`src/rtl/mem_port_arbiter.sv`:
```
// Shares one memory port between fetch (I) and load/store (D); one access outstanding at a time.
// Latency: grant and mem_en are combinational in the issue cycle, rvalid MEM_LAT cycles later.
// Backpressure: requesters hold req until gnt; D is capped at STARVE_MAX wins while I waits.
module mem_port_arbiter #(
  parameter int ADDR_W     = 32,
  parameter int DATA_W     = 32,
  parameter int MEM_LAT    = 2,
  parameter int STARVE_MAX = 4
) (
  input  logic                clk,
  input  logic                rst,
  input  logic                if_req,
  input  logic [ADDR_W-1:0]   if_addr,
  output logic                if_gnt,
  output logic                if_rvalid,
  output logic [DATA_W-1:0]   if_rdata,
  input  logic                d_req,
  input  logic                d_we,
  input  logic [ADDR_W-1:0]   d_addr,
  input  logic [DATA_W-1:0]   d_wdata,
  input  logic [DATA_W/8-1:0] d_wstrb,
  output logic                d_gnt,
  output logic                d_rvalid,
  output logic [DATA_W-1:0]   d_rdata,
  output logic                mem_en,
  output logic                mem_we,
  output logic [ADDR_W-1:0]   mem_addr,
  output logic [DATA_W-1:0]   mem_wdata,
  output logic [DATA_W/8-1:0] mem_wstrb,
  input  logic [DATA_W-1:0]   mem_rdata,
  output logic                busy
);

  localparam int STRB_W = DATA_W / 8;
  localparam int CNT_W  = $clog2(MEM_LAT + 1);
  localparam int STK_W  = $clog2(STARVE_MAX + 1);
  localparam logic [CNT_W-1:0] CNT_ONE = CNT_W'(1);
  localparam logic [CNT_W-1:0] CNT_LAT = CNT_W'(MEM_LAT);
  localparam logic [STK_W-1:0] STK_MAX = STK_W'(STARVE_MAX);

  typedef enum logic {IDLE, WAIT} state_e;
  typedef enum logic {OWN_I, OWN_D} owner_e;

  state_e            state_q, state_d;
  owner_e            owner_q, owner_d;
  logic [CNT_W-1:0]  cnt_q, cnt_d;
  logic [STK_W-1:0]  streak_q, streak_d;
  logic [ADDR_W-1:0] mem_addr_q;
  logic [DATA_W-1:0] mem_wdata_q;

  logic slot_free;
  logic complete;
  logic issue;
  logic win_d;

  assign if_rdata = mem_rdata;
  assign d_rdata  = mem_rdata;
  assign busy     = (state_q == WAIT);

  always_comb begin
    state_d   = state_q;
    owner_d   = owner_q;
    cnt_d     = cnt_q;
    streak_d  = streak_q;
    if_gnt    = 1'b0;
    d_gnt     = 1'b0;
    mem_en    = 1'b0;
    mem_we    = 1'b0;
    mem_addr  = mem_addr_q;
    mem_wdata = mem_wdata_q;
    mem_wstrb = '0;

    // The completion cycle doubles as the next issue slot, giving one access per MEM_LAT cycles.
    slot_free = (state_q == IDLE) || (cnt_q == CNT_ONE);
    complete  = (state_q == WAIT) && (cnt_q == CNT_ONE) && !rst;
    issue     = !rst && slot_free && (if_req || d_req);
    win_d     = d_req && !(if_req && (streak_q == STK_MAX));

    if_rvalid = complete && (owner_q == OWN_I);
    d_rvalid  = complete && (owner_q == OWN_D);

    if (issue) begin
      mem_en  = 1'b1;
      state_d = WAIT;
      cnt_d   = CNT_LAT;
      if (win_d) begin
        d_gnt     = 1'b1;
        owner_d   = OWN_D;
        mem_we    = d_we;
        mem_addr  = d_addr;
        mem_wdata = d_wdata;
        mem_wstrb = d_we ? d_wstrb : {STRB_W{1'b0}};
        if (!if_req) begin
          streak_d = '0;
        end else if (streak_q != STK_MAX) begin
          streak_d = streak_q + STK_W'(1);
        end
      end else begin
        if_gnt   = 1'b1;
        owner_d  = OWN_I;
        mem_addr = if_addr;
        streak_d = '0;
      end
    end else if (state_q == WAIT) begin
      cnt_d = cnt_q - CNT_ONE;
      if (cnt_q == CNT_ONE) begin
        state_d = IDLE;
      end
    end
  end

  always_ff @(posedge clk) begin
    if (rst) begin
      state_q     <= IDLE;
      owner_q     <= OWN_I;
      cnt_q       <= '0;
      streak_q    <= '0;
      mem_addr_q  <= '0;
      mem_wdata_q <= '0;
    end else begin
      state_q     <= state_d;
      owner_q     <= owner_d;
      cnt_q       <= cnt_d;
      streak_q    <= streak_d;
      mem_addr_q  <= mem_addr;
      mem_wdata_q <= mem_wdata;
    end
  end

endmodule

```
`config.mk`:
```
export PLATFORM = sky130hd
export DESIGN_NAME = mem_port_arbiter
export DESIGN_NICKNAME = d
export VERILOG_FILES = /design/src/rtl/mem_port_arbiter.sv
export SDC_FILE = /design/constraint.sdc
export NUM_CORES = 1
export LEC_CHECK = 0
export CAP_MARGIN = 20
export CORE_UTILIZATION = 30
export DETAILED_ROUTE_END_ITERATION = 8
export DONT_BUFFER_PORTS = 1
export HOLD_SLACK_MARGIN = 0.12
export PLACE_DENSITY_LB_ADDON = 0.25
export SLEW_MARGIN = 15
export SYNTH_ARGS = -nofsm -noshare
export SYNTH_HDL_FRONTEND = slang
export SYNTH_SLANG_ARGS = --single-unit
```
`constraint.sdc`:
```
create_clock -name clk -period 2.62 [get_ports clk]
set_input_delay 0.262 -clock clk [delete_from_list [all_inputs] [get_ports clk]]
set_output_delay 0.262 -clock clk [all_outputs]
set_load 0.005 [all_outputs]
```
# [After elaboration in Yosys (flattened, before gate mapping)]
# Index checks and enable logic that the tools add are counted.
[word_totals] rom_bits=0 ramBits=0 out_inout_bits=139 register_bits=71 in_bits=137 memories=0 latch_bits=0
[classes] magnitude_cmp=0 n_shift=0 n_addsub=2 reduce_logical=15 eq_ne=4 n_bitwise=2 mux=22 n_div=0 multipliers=0
[ops] op="$mux 32" n=4
[ops] op="$mux 4" n=3
[ops] op="$mux 1" n=10
[ops] op="$mux 3" n=3
[ops] op="$logic_and 1x1->1" n=8
[ops] op="$mux 2" n=2
[ops] op="$add 3x1->3 const B" n=1
[ops] op="$eq 3x3->1 const B" n=1
[ops] op="$ne 3x2->1 const B" n=1
[ops] op="$ne 3x3->1 const B" n=1
[ops] op="$eq 2x1->1 const B" n=1
[ops] op="$logic_not 1->1" n=2
[ops] op="$logic_or 1x1->1" n=2
[ops] op="$not 1->1" n=2
[ops] op="$reduce_and 2->1" n=1
[ops] op="$reduce_bool 2->1" n=1
[ops] op="$reduce_or 2->1" n=1
[ops] op="$sub 2x1->2 const B" n=1

# [Longest topological paths before layout]
# Gate-level depths: netlist (run 1).
[depth] word_depth=6 ltp_mapped=8 mapped_depth_nobuf=7

# [Worst setup path before layout (run 1)]
# No wires, ideal clock.
[synth_path] path_kind="register to output" start="register streak_q[0]" end="output mem_wdata[10]" required_time_ns=2.358 path_buffers=2 t_arrival_ns=1.545 path_slack_ns=0.813 stages_incl_launch_ff=8 cell_sequence="dfxtp_1 inv_1 ha_1 nand3_2 and4b_4 buf_6 buf_6 mux2_4"
[synth_between] elab_chain_cells=6
[synth_lines] element="start: declaration" line="47" source="logic [STK_W-1:0] streak_q, streak_d;"
[synth_lines] element="start signal: assignment" line="124" source="streak_q <= streak_d;"
[synth_lines] element="$eq 3x3->1" line="77" source="win_d = d_req && !(if_req && (streak_q == STK_MAX));"
[synth_lines] element="$logic_and 1x1->1" line="77"
[synth_lines] element="$logic_not 1->1" line="77"
[synth_lines] element="$logic_and 1x1->1" line="77"
[synth_lines] element="$mux 32" line="86" source="if (win_d) begin"
[synth_lines] element="$mux 32" line="82" source="if (issue) begin"
[synth_lines] element="end: declaration" line="28" source="output logic [DATA_W-1:0] mem_wdata,"
# Every way passes these cells.

# [Final worst setup path (run 1)]
[layout_path] start="register streak_q[0]" end="output mem_wdata[0]"
# The elaborated chain is that of the path after synthesis.

==> results.py, run 1 <==
metrics = {
    "outcome": {
        "status": "finished, final reports clean",
    },
    "finish": {
        "final_nets": 594,
        "final_area_um2": 4443,
        "utilization_pct": 33.16,
        "seq_area_um2": 1421,
        "fillers": 1406,
        "multi_input_area_um2": 2061,
        "area_growth_syn_to_layout_pct": 6.222,
        "layout_commonest_cell": "dfxtp_1",
        "drive_gt1_share_pct": 19.61,
        "num_antenna_cells": 0,
        "final_cell_mix": "dfxtp_1 (71), nand2_1 (67), nor2_1 (66)",
    },
    "sta": {
        "slew_headroom_pct": 55.72,
        "fin_crit_ps": 2477,
        "finalSetupTns_ps": 0,
        "finalSetupViolations": 0,
        "worst_pin_slew_ps": 663.2,
        "rsz0062_at_grt": "false",
        "layout_worst_path_cycle_share_pct": 94.53,
        "fin_worst_skew_ps": 8.143,
        "whs_ps": 146.9,
        "slew_viol_final": 0,
        "max_freq_mhz": 403.7,
        "finalHoldViolCount": 0,
    },
    "synth": {
        "synth_top_area_share_pct": 33.98,
        "syn_area_um2": 4183,
        "synth_fp_nets": 642,
        "ys_seq_area_share_pct": 33.98,
        "synth_compound_area_share_pct": 14.60,
        "ys_types": 33,
        "synthAdderAreaFrac_pct": 0.8974,
        "synth_top_area_cell": "dfxtp_1",
        "syn_avg_cell_area_um2": 8.332,
        "ys_top_cells_by_area": "dfxtp_1 (34%), buf_4 (12%), mux2_2 (7.8%)",
        "yosys.area_share.simple_pct": 24.14,
        "synthMuxAreaShare_pct": 9.124,
        "synth_top_family_by_area": "simple AND/OR/NAND/NOR gates",
        "ys.warnings.count": 0,
        "synthCells": 502,
        "synth_seq_cells": 71,
        "synthXorXnorAreaFrac_pct": 0.2094,
    },
    "grt": {
        "gr-total-overflow": 0,
        "antenna_found_initial": 0,
        "grt_pass1_vias": 3071,
        "grt_usage_pct": 13.89,
        "grt_pass1_wl_um": 15430,
        "grt_max_degree": 72,
    },
    "power_and_ir_drop": {
        "finalPower_w": 0.002897,
        "power_switching_w": 0.0007548,
        "comb_power_share_pct": 16.2,
        "p_per_area_nw_per_um2": 652.1,
        "leakage_nw": 1.743,
        "seqPwrFrac_pct": 41.1,
        "clkPwrFrac_pct": 42.7,
        "internal_power_w": 0.002142,
        "irDropWorstVdd_v": 0.0003519,
        "p_sw_share_pct": 26.05,
    },
    "drt": {
        "first_iter_violations": 133,
        "vias": 3155,
        "drt.antenna.violating_nets": 0,
        "viasPerCell": 4.969,
        "wl_um": 9951,
        "drc": 0,
        "drtPass1Iterations": 4,
        "wl_per_cell_um": 15.67,
    },
    "critical_path": {
        "cp.arrival_ps": 2210,
        "required_ps": 2360,
        "reg2reg_from": "streak_q[0]",
        "ff2ff_setup_slack_ps": 210,
        "crit_start": "streak_q[0]",
        "critical_path_class": "register to output port",
        "critPathMaxFanout": 39,
        "worstSetupStartpointType": "register",
        "cp-end-kind": "output port",
    },
    "floorplanning": {
        "dieWidth_um": 120.1,
        "dieHeight_um": 120.1,
        "initial_core_util_pct": 31.21,
        "core_um2": 13400,
        "fp-row-count": 42,
        "die-area_um2": 14420,
        "io_pins": 276,
    },
    "worst_hold_path": {
        "min_from": "if_addr[26]",
        "hold_class": "primary input to register",
    },
    "clock_network": {
        "cts_max_level": 3,
        "post-cts-setup-buffers": 0,
        "root_buffer": "clkbuf_16",
        "clk_path_buf_depth": 2,
        "clk_latency_ps": 330,
        "cts_tree": "built",
        "cts.clk_slew.worst_paths_ps": 60,
        "numCtsBuffers": 9,
        "cts_num_sinks": 71,
    },
    "placement": {
        "gp_congestion": 0.7197,
        "hpwl_um": 6566,
        "placed_cell_area_um2": 3752,
        "io_buffers": 0,
    },
    "job": {
        "drv_cap": 0,
    },
}
==> power by group through the flow <==
stage               logic (W)  registers [W]  clock network [W]
floorplan            0.000460        0.00121                  0
global placement     0.000402        0.00121                  0
detailed placement   0.000410        0.00122                  0
CTS                  0.000475        0.00119            0.00130
global route         0.000525        0.00120            0.00135
finish               0.000468        0.00119            0.00124
==> metrics by stage <==
stage	setup WS, ps	cells
after floorplan	813.0	502
after global placement	492.0	584
after detailed placement	445.9	584
after CTS	57.68	635
after global routing	15.82	635
final	143.2	635
==> logic make-up (layout without fill, tap and decap cells) <==
group / Yosys count / after routing
simple gates: 216 / 216
buf+inv: 104 / 61
compound gates: 74 / 74
flops: 71 / 71
mux: 33 / 33
fa+ha+maj: 3 / 3
xor+xnor: 1 / 1
==> state kept, by name, summed over array words and instances, names as in the netlist <==
name and count:
busy 1, cnt_q 2, mem_addr_q 32, mem_wdata_q 32, owner_q 1, streak_q 3
==> critical path, cell delays in order (launching register included) <==
cell     delay (ps)
dfxtp_1         330
inv_1            70
ha_1            250
nand3_4         140
and4b_4         650
mux2_2          420
==> final timing paths <==
check	endpoint	cells after the start
hold reg to reg	mem_wdata_q[27]	2
hold / removal	mem_addr_q[26]	2
setup reg to reg	mem_wdata_q[4]	9
setup / recovery	mem_wdata[0]	5
==> final cells by class <==
class                      instances  area share, %
multi-input combinational        327          46.38
timing repair buffer              41          9.378
clock buffer                      11          5.689
tap                              176          4.956
clock inverter                     5          1.267
inverter                           4         0.3379
sequential                        71          31.99
==> per-layer routing <==
metal | track usage, % | vias up | part of all wire, %
met5 | 0 | - | 0
met4 | 6.406 | 0 | 2.1
met2 | 22.63 | 125 | 49
li1 | - | 1545 | -
met1 | 15.64 | 1456 | 41
met3 | 5.846 | 29 | 7.8
==> synthesized netlist by cell type (all sizes together) <==
library cell / n
o21ai: 2
mux2: 32
dfxtp: 71
and2: 1
clkbuf: 17
nor2: 66
and4b: 1
a211oi: 33
and3: 37
nor3b: 1
nand2: 68
a21oi: 38
nand4b: 1
ha: 3
nand2b: 1
inv: 4
nor3: 34
buf: 83
xnor2: 1
mux2i: 1
nor2b: 1
or3: 1
o31ai: 1
nand3: 4
==> timing repair <==
item	4_1_cts	5_1_grt
setup endpoints to repair	0	30
endpoints found under the hold margin	71	0
resized for setup	0	3
hold buffers	35	0
(Power assumes the default switching activity.)
==> run 2, diff against run 1 <==
- CORE_ASPECT_RATIO: not set -> 0.75
==> run 2 against run 1 <==
Compared with the run above: the flow now finishes with violations (DRC); power grew 7.7%; cell count fell by 0.47%; sequential cell count unchanged; clock-buffer cell count is 1 lower; core utilization increased by 0.92 points; sequential power is essentially flat; hold slack got worse by 12 ps; largest power group unchanged; clock power rose by 17%; clock skew fell by 0.68 ps; first-iteration DRC count decreased by 9.0%; maximum frequency decreased by 0.50%.
==> results.py, run 2 (synthesis results as in run 1) <==
metrics = {
    "outcome": {
        "status": "finished with violations",
        "violations": "DRC",
    },
    "drt": {
        "drtPass1Iterations": 6,
        "drt.antenna.violating_nets": 0,
        "viasPerCell": 4.994,
        "wl_um": 10150,
        "wl_per_cell_um": 16.07,
        "drc": 31,
        "vias": 3156,
        "first_iter_violations": 121,
    },
    "sta": {
        "worst_pin_slew_ps": 615.4,
        "finalHoldViolCount": 0,
        "finalSetupViolations": 0,
        "slew_viol_final": 0,
        "max_freq_mhz": 401.7,
        "layout_worst_path_cycle_share_pct": 95.01,
        "fin_crit_ps": 2489,
        "worst_slack_ps": 130.7,
        "slew_headroom_pct": 58.97,
        "fin_worst_skew_ps": 7.459,
        "rsz0062_at_grt": "true",
    },
    "power_and_ir_drop": {
        "irDropWorstVdd_v": 0.0002622,
        "p_per_area_nw_per_um2": 688.9,
        "leakage_nw": 1.781,
    },
    "finish": {
        "final_cell_mix": "dfxtp_1 (71), nand2_1 (67), nor2_1 (66)",
        "final_nets": 596,
        "area_growth_syn_to_layout_pct": 8.256,
        "final_area_um2": 4528,
        "layout_commonest_cell": "dfxtp_1",
        "top_regs": "mem_addr_q: 32 flops, mem_wdata_q: 32 flops, streak_q: 3 flops",
        "utilization_pct": 34.08,
        "num_antenna_cells": 0,
        "drive_gt1_share_pct": 20.61,
    },
    "clock_network": {
        "clk_path_buf_depth": 2,
        "post-cts-setup-buffers": 0,
        "cts_tree": "built",
        "cts_num_sinks": 71,
        "numCtsBuffers": 9,
        "root_buffer": "clkbuf_16",
        "clk_latency_ps": 330,
        "cts.clk_slew.worst_paths_ps": 60,
        "cts_max_level": 3,
    },
    "placement": {
        "gp_congestion": 0.7182,
        "hpwl_um": 6631,
        "io_buffers": 0,
        "placed_cell_area_um2": 3774,
        "pre_cts_ws_ps": 427.8,
    },
    "grt": {
        "grt_pass1_vias": 3215,
        "grt_max_degree": 72,
        "grt_pass1_wl_um": 16280,
        "antenna_found_initial": 0,
        "grt_usage_pct": 14.08,
        "gr-total-overflow": 0,
    },
    "critical_path": {
        "critical_path_class": "register to output port",
        "crit_start": "streak_q[0]",
        "reg2reg_from": "streak_q[0]",
        "required_ps": 2360,
        "cp-end-kind": "output port",
        "critPathSlowestCell": "and4b_4",
        "cp_num_buf_inv": 1,
        "ff2ff_setup_slack_ps": 210,
        "reg2reg_to": "mem_wdata_q[10]",
        "critPathMaxFanout": 39,
        "cp_slowest_stage_delay_ps": 650,
        "reg2regPathDepth": 9,
        "cp.arrival_ps": 2230,
        "cp.depth": 5,
        "crit_chain": "inv_1, ha_1, nand3_4, and4b_4, mux2_2",
        "endpoint": "mem_wdata[15]",
        "cp_top_family": "simple AND/OR/NAND/NOR gates",
        "worstSetupStartpointType": "register",
    },
    "floorplanning": {
        "dieWidth_um": 138.3,
        "initial_core_util_pct": 31.48,
        "dieHeight_um": 104.3,
        "core_um2": 13290,
        "die-area_um2": 14420,
        "fp-row-count": 36,
        "io_pins": 276,
    },
    "job": {
        "drv_cap": 0,
    },
    "worst_hold_path": {
        "hold_class": "primary input to register",
    },
}
==> run 2: cell types whose count changed in the layout (fill, tap and decap cells not counted), sizes merged <==
cell / before / now
buf: 7 / 9
bufinv: 1 / 3
clkbuf: 11 / 10
clkinv: 3 / 2
clkinvlp: 1 / 0
inv: 4 / 5
==> run 2: what timing repair did <==
| action | 4_1_cts | 5_1_grt |
|---|---|---|
| hold endpoints to repair | 71 | 0 |
| resized for setup | 0 | 6 |
| setup endpoints to repair | 0 | 56 |
| hold buffers | 35 | 0 |
==> run 2: worst min-delay path by stage <==
stage                     start              end  slack, ps  cells past startpoint
finish              if_addr[26]   mem_addr_q[26]        140                      2
global route        if_addr[28]   mem_addr_q[28]        120                      2
CTS                 if_addr[28]   mem_addr_q[28]        120                      2
detailed placement          rst  mem_wdata_q[10]        350                      1
global placement            rst   mem_addr_q[26]        340                      1
floorplan            d_wdata[0]   mem_wdata_q[0]        400                      2
==> run 2: metal layers <==
metal | GRT usage (%) | vias up | share of wire (%)
met2 | 23.06 | 136 | 46
met5 | 0 | - | 0
met1 | 16.57 | 1448 | 44
met3 | 5.433 | 25 | 8.1
li1 | - | 1547 | -
met4 | 5.457 | 0 | 1.7
==> run 2: through the flow <==
| step | total power [W] | setup TNS, ps | instances | hold WS (ps) |
|---|---|---|---|---|
| 3_3_place_gp | 0.001623 | 0 | 581 | 344.6 |
| 5_1_grt | 0.003286 | -226.9 | 632 | 123.2 |
| 4_1_cts | 0.003178 | 0 | 632 | 121.9 |
| 6_report | 0.003119 | 0 | 632 | 135.1 |
| 3_5_place_dp | 0.001630 | 0 | 581 | 347.5 |
| 2_1_floorplan | 0.001665 | 0 | 502 | 398.0 |
==> run 2: area by class of cell <==
class,count,area [µm²]
flip-flops and latches,71,1421
well taps,171,214.0
inverters,4,15.01
clock buffers,10,239.0
repair buffers,43,444.2
clock inverters,6,116.4
fillers,1369,8760
multi-input cells,327,2078
==> run 2: worst reg2reg max path, stage by stage, from the launching register on <==
cell and delay, ps:
dfxtp_1 330, inv_1 70, ha_1 250, nand3_4 130
buf_6 230, and3_1 180, buf_4 350, nand2_1 100
a21oi_1 140, dlygate4sd3_1 560
==> run 2: power breakdown <==
part	internal [W]	switching (W)	total (W)
Combinational	0.000201	0.000278	0.000479
Clock	0.000963	0.000487	0.00145
Sequential	0.00116	0.0000314	0.00119
==> run 3, diff against run 2 <==
- DONT_BUFFER_PORTS: 1 -> not set
- PLACE_DENSITY: not set -> 0.69
- PLACE_DENSITY_LB_ADDON: 0.25 -> not set
==> run 3 against run 2 <==
Compared with the run above: power rose by 5.9%; critical path type unchanged; sequential power hardly changed; critical path depth increased by 3; the flow still finishes with violations (DRC); non-clock buffer count grew 163; routed wire length up 21%; final area up 41%; combinational power up 86%; sequential share of layout area is 9.0 points lower; clock-buffer cell count stayed put; die area stayed put.
==> results.py, run 3 (synthesis results as in run 1) <==
metrics = {
    "outcome": {
        "status": "finished with violations",
        "violations": "DRC",
    },
    "sta": {
        "worst_pin_slew_ps": 532.8,
        "finalHoldViolCount": 0,
        "slew_headroom_pct": 64.48,
        "layout_worst_path_cycle_share_pct": 98.01,
        "max_freq_mhz": 389.4,
        "fin_crit_ps": 2568,
        "fin_worst_skew_ps": 5.751,
        "finalSetupViolations": 0,
        "rsz0062_at_grt": "true",
        "whs_ps": 433.5,
        "slew_viol_final": 0,
        "worst_slack_ps": 52.14,
    },
    "critical_path": {
        "worstSetupStartpointType": "register",
        "cp_top_family": "buffers and inverters",
        "critPathSlowestCell": "clkdlybuf4s50_1",
        "cp-end-kind": "output port",
        "cp_num_buf_inv": 4,
        "critical_path_class": "register to output port",
        "crit_chain": "inv_1, ha_4, nand3_4, and4b_4, buf_4, buf_16, mux2_4, clkdlybuf4s50_1",
        "cp_slowest_stage_delay_ps": 440,
        "required_ps": 2360,
        "critPathMaxFanout": 11,
        "cp.arrival_ps": 2310,
    },
    "finish": {
        "final_nets": 759,
        "area_growth_syn_to_layout_pct": 52.59,
        "final_cell_mix": "clkdlybuf4s50_1 (150), nand2_1 (67), dfxtp_1 (67)",
        "num_antenna_cells": 0,
        "layout_commonest_cell": "clkdlybuf4s50_1",
        "drive_gt1_share_pct": 20.03,
        "top_regs": "mem_addr_q: 32 flops, mem_wdata_q: 32 flops, streak_q: 3 flops",
        "fillers": 1263,
        "final-instance-count-excl-fill": 795,
    },
    "clock_network": {
        "clk_path_buf_depth": 2,
        "cts.clk_slew.worst_paths_ps": 60,
        "numCtsBuffers": 9,
        "root_buffer": "clkbuf_16",
        "cts_num_sinks": 71,
        "cts_tree": "built",
        "cts_max_level": 3,
        "clk_latency_ps": 330,
    },
    "job": {
        "drv_cap": 0,
    },
    "grt": {
        "grt_usage_pct": 16.65,
        "antenna_found_initial": 0,
        "grt_pass1_wl_um": 19240,
        "grt_pass1_vias": 3803,
        "gr-total-overflow": 0,
        "grt_max_degree": 50,
    },
    "floorplanning": {
        "dieWidth_um": 138.3,
        "die-area_um2": 14420,
        "initial_core_util_pct": 31.48,
        "dieHeight_um": 104.3,
        "io_pins": 276,
        "core_um2": 13290,
        "fp-row-count": 36,
    },
    "power_and_ir_drop": {
        "leakage_nw": 2.734,
        "irDropWorstVdd_v": 0.0002883,
        "finalPower_w": 0.003304,
        "p_per_area_nw_per_um2": 517.7,
    },
    "drt": {
        "drc": 29,
        "drt.antenna.violating_nets": 0,
        "wl_um": 12250,
        "wl_per_cell_um": 15.41,
        "first_iter_violations": 134,
        "vias": 3834,
        "viasPerCell": 4.823,
        "drtPass1Iterations": 6,
    },
    "worst_hold_path": {
        "hold_class": "primary input to register",
    },
    "placement": {
        "placed_cells": 767,
        "gp_congestion": 0.7511,
        "pre_cts_ws_ps": 38.70,
        "hpwl_um": 8066,
        "io_buffers": 179,
    },
}
==> run 3: cell types whose count changed in the layout (fill, tap and decap cells not counted), sizes merged, moves of 12 or more <==
cell           previous run  this run
clkdlybuf4s50             0       150
dlygate4sd2               0        12
dlygate4sd3              34         0
dlymetal6s2s              0        16
buf                       9        26
==> run 3: final timing paths <==
path	start	endpoint	slack, ps	cells past startpoint
max	streak_q[1]	mem_wdata[11]	50	8
min	if_req	streak_q[0]	430	3
max reg2reg	streak_q[1]	mem_wdata_q[14]	830	8
min reg2reg	mem_wdata_q[31]	mem_wdata_q[31]	450	2
==> run 3: repair_timing <==
| action | 4_1_cts | 5_1_grt |
|---|---|---|
| hold buffers | 0 | 0 |
| setup buffers | 3 | 4 |
| cloned | 3 | 2 |
| resized for setup | 31 | 33 |
| pin swaps | 3 | 16 |
| setup endpoints to repair | 64 | 51 |
==> run 3: area by class of cell <==
cell class / instances / area (µm²) / share of cell area (%)
flip-flops and latches: 71 / 1426 / 22.35
inverters: 4 / 15.01 / 0.2352
well taps: 171 / 214.0 / 3.352
repair buffers: 206 / 2221 / 34.80
clock buffers: 10 / 239.0 / 3.744
multi-input cells: 327 / 2207 / 34.58
clock inverters: 6 / 60.06 / 0.9410
==> run 3: metrics by stage <==
stage / TNS, ps / utilization (%) / area (µm²)
after CTS: -9.064 / 46.24 / 6145
after global placement: 0 / 42.62 / 5663
final: 0 / 48.03 / 6382
after detailed placement: 0 / 42.62 / 5663
after global routing: -320.1 / 48.03 / 6382
after floorplan: 0 / - / 4183
==> run 3: report_power, final <==
part / internal, W / switching (W) / leakage (nW)
clock: 0.000757 / 0.000461 / 0.144
combinational: 0.000518 / 0.000375 / 2.00
sequential: 0.00116 / 0.0000313 / 0.585
==> run 3: routing by layer <==
layer  up-vias  GRT usage, %  routed length, µm
li1       1873             -                  -
met1      1792         20.02               5433
met2       154         26.79               5607
met3        15         6.538               1045
met4         0         6.019                167
met5         -             0                  0
==> run 3: worst register-to-register path, stage by stage, from the launching register on <==
cell and delay, ps:
dfxtp_2 340, inv_1 70, ha_4 170, nand3_4 80, bufbuf_16 300, and3_1 160
buf_4 320, nand2_1 120, a21oi_1 140
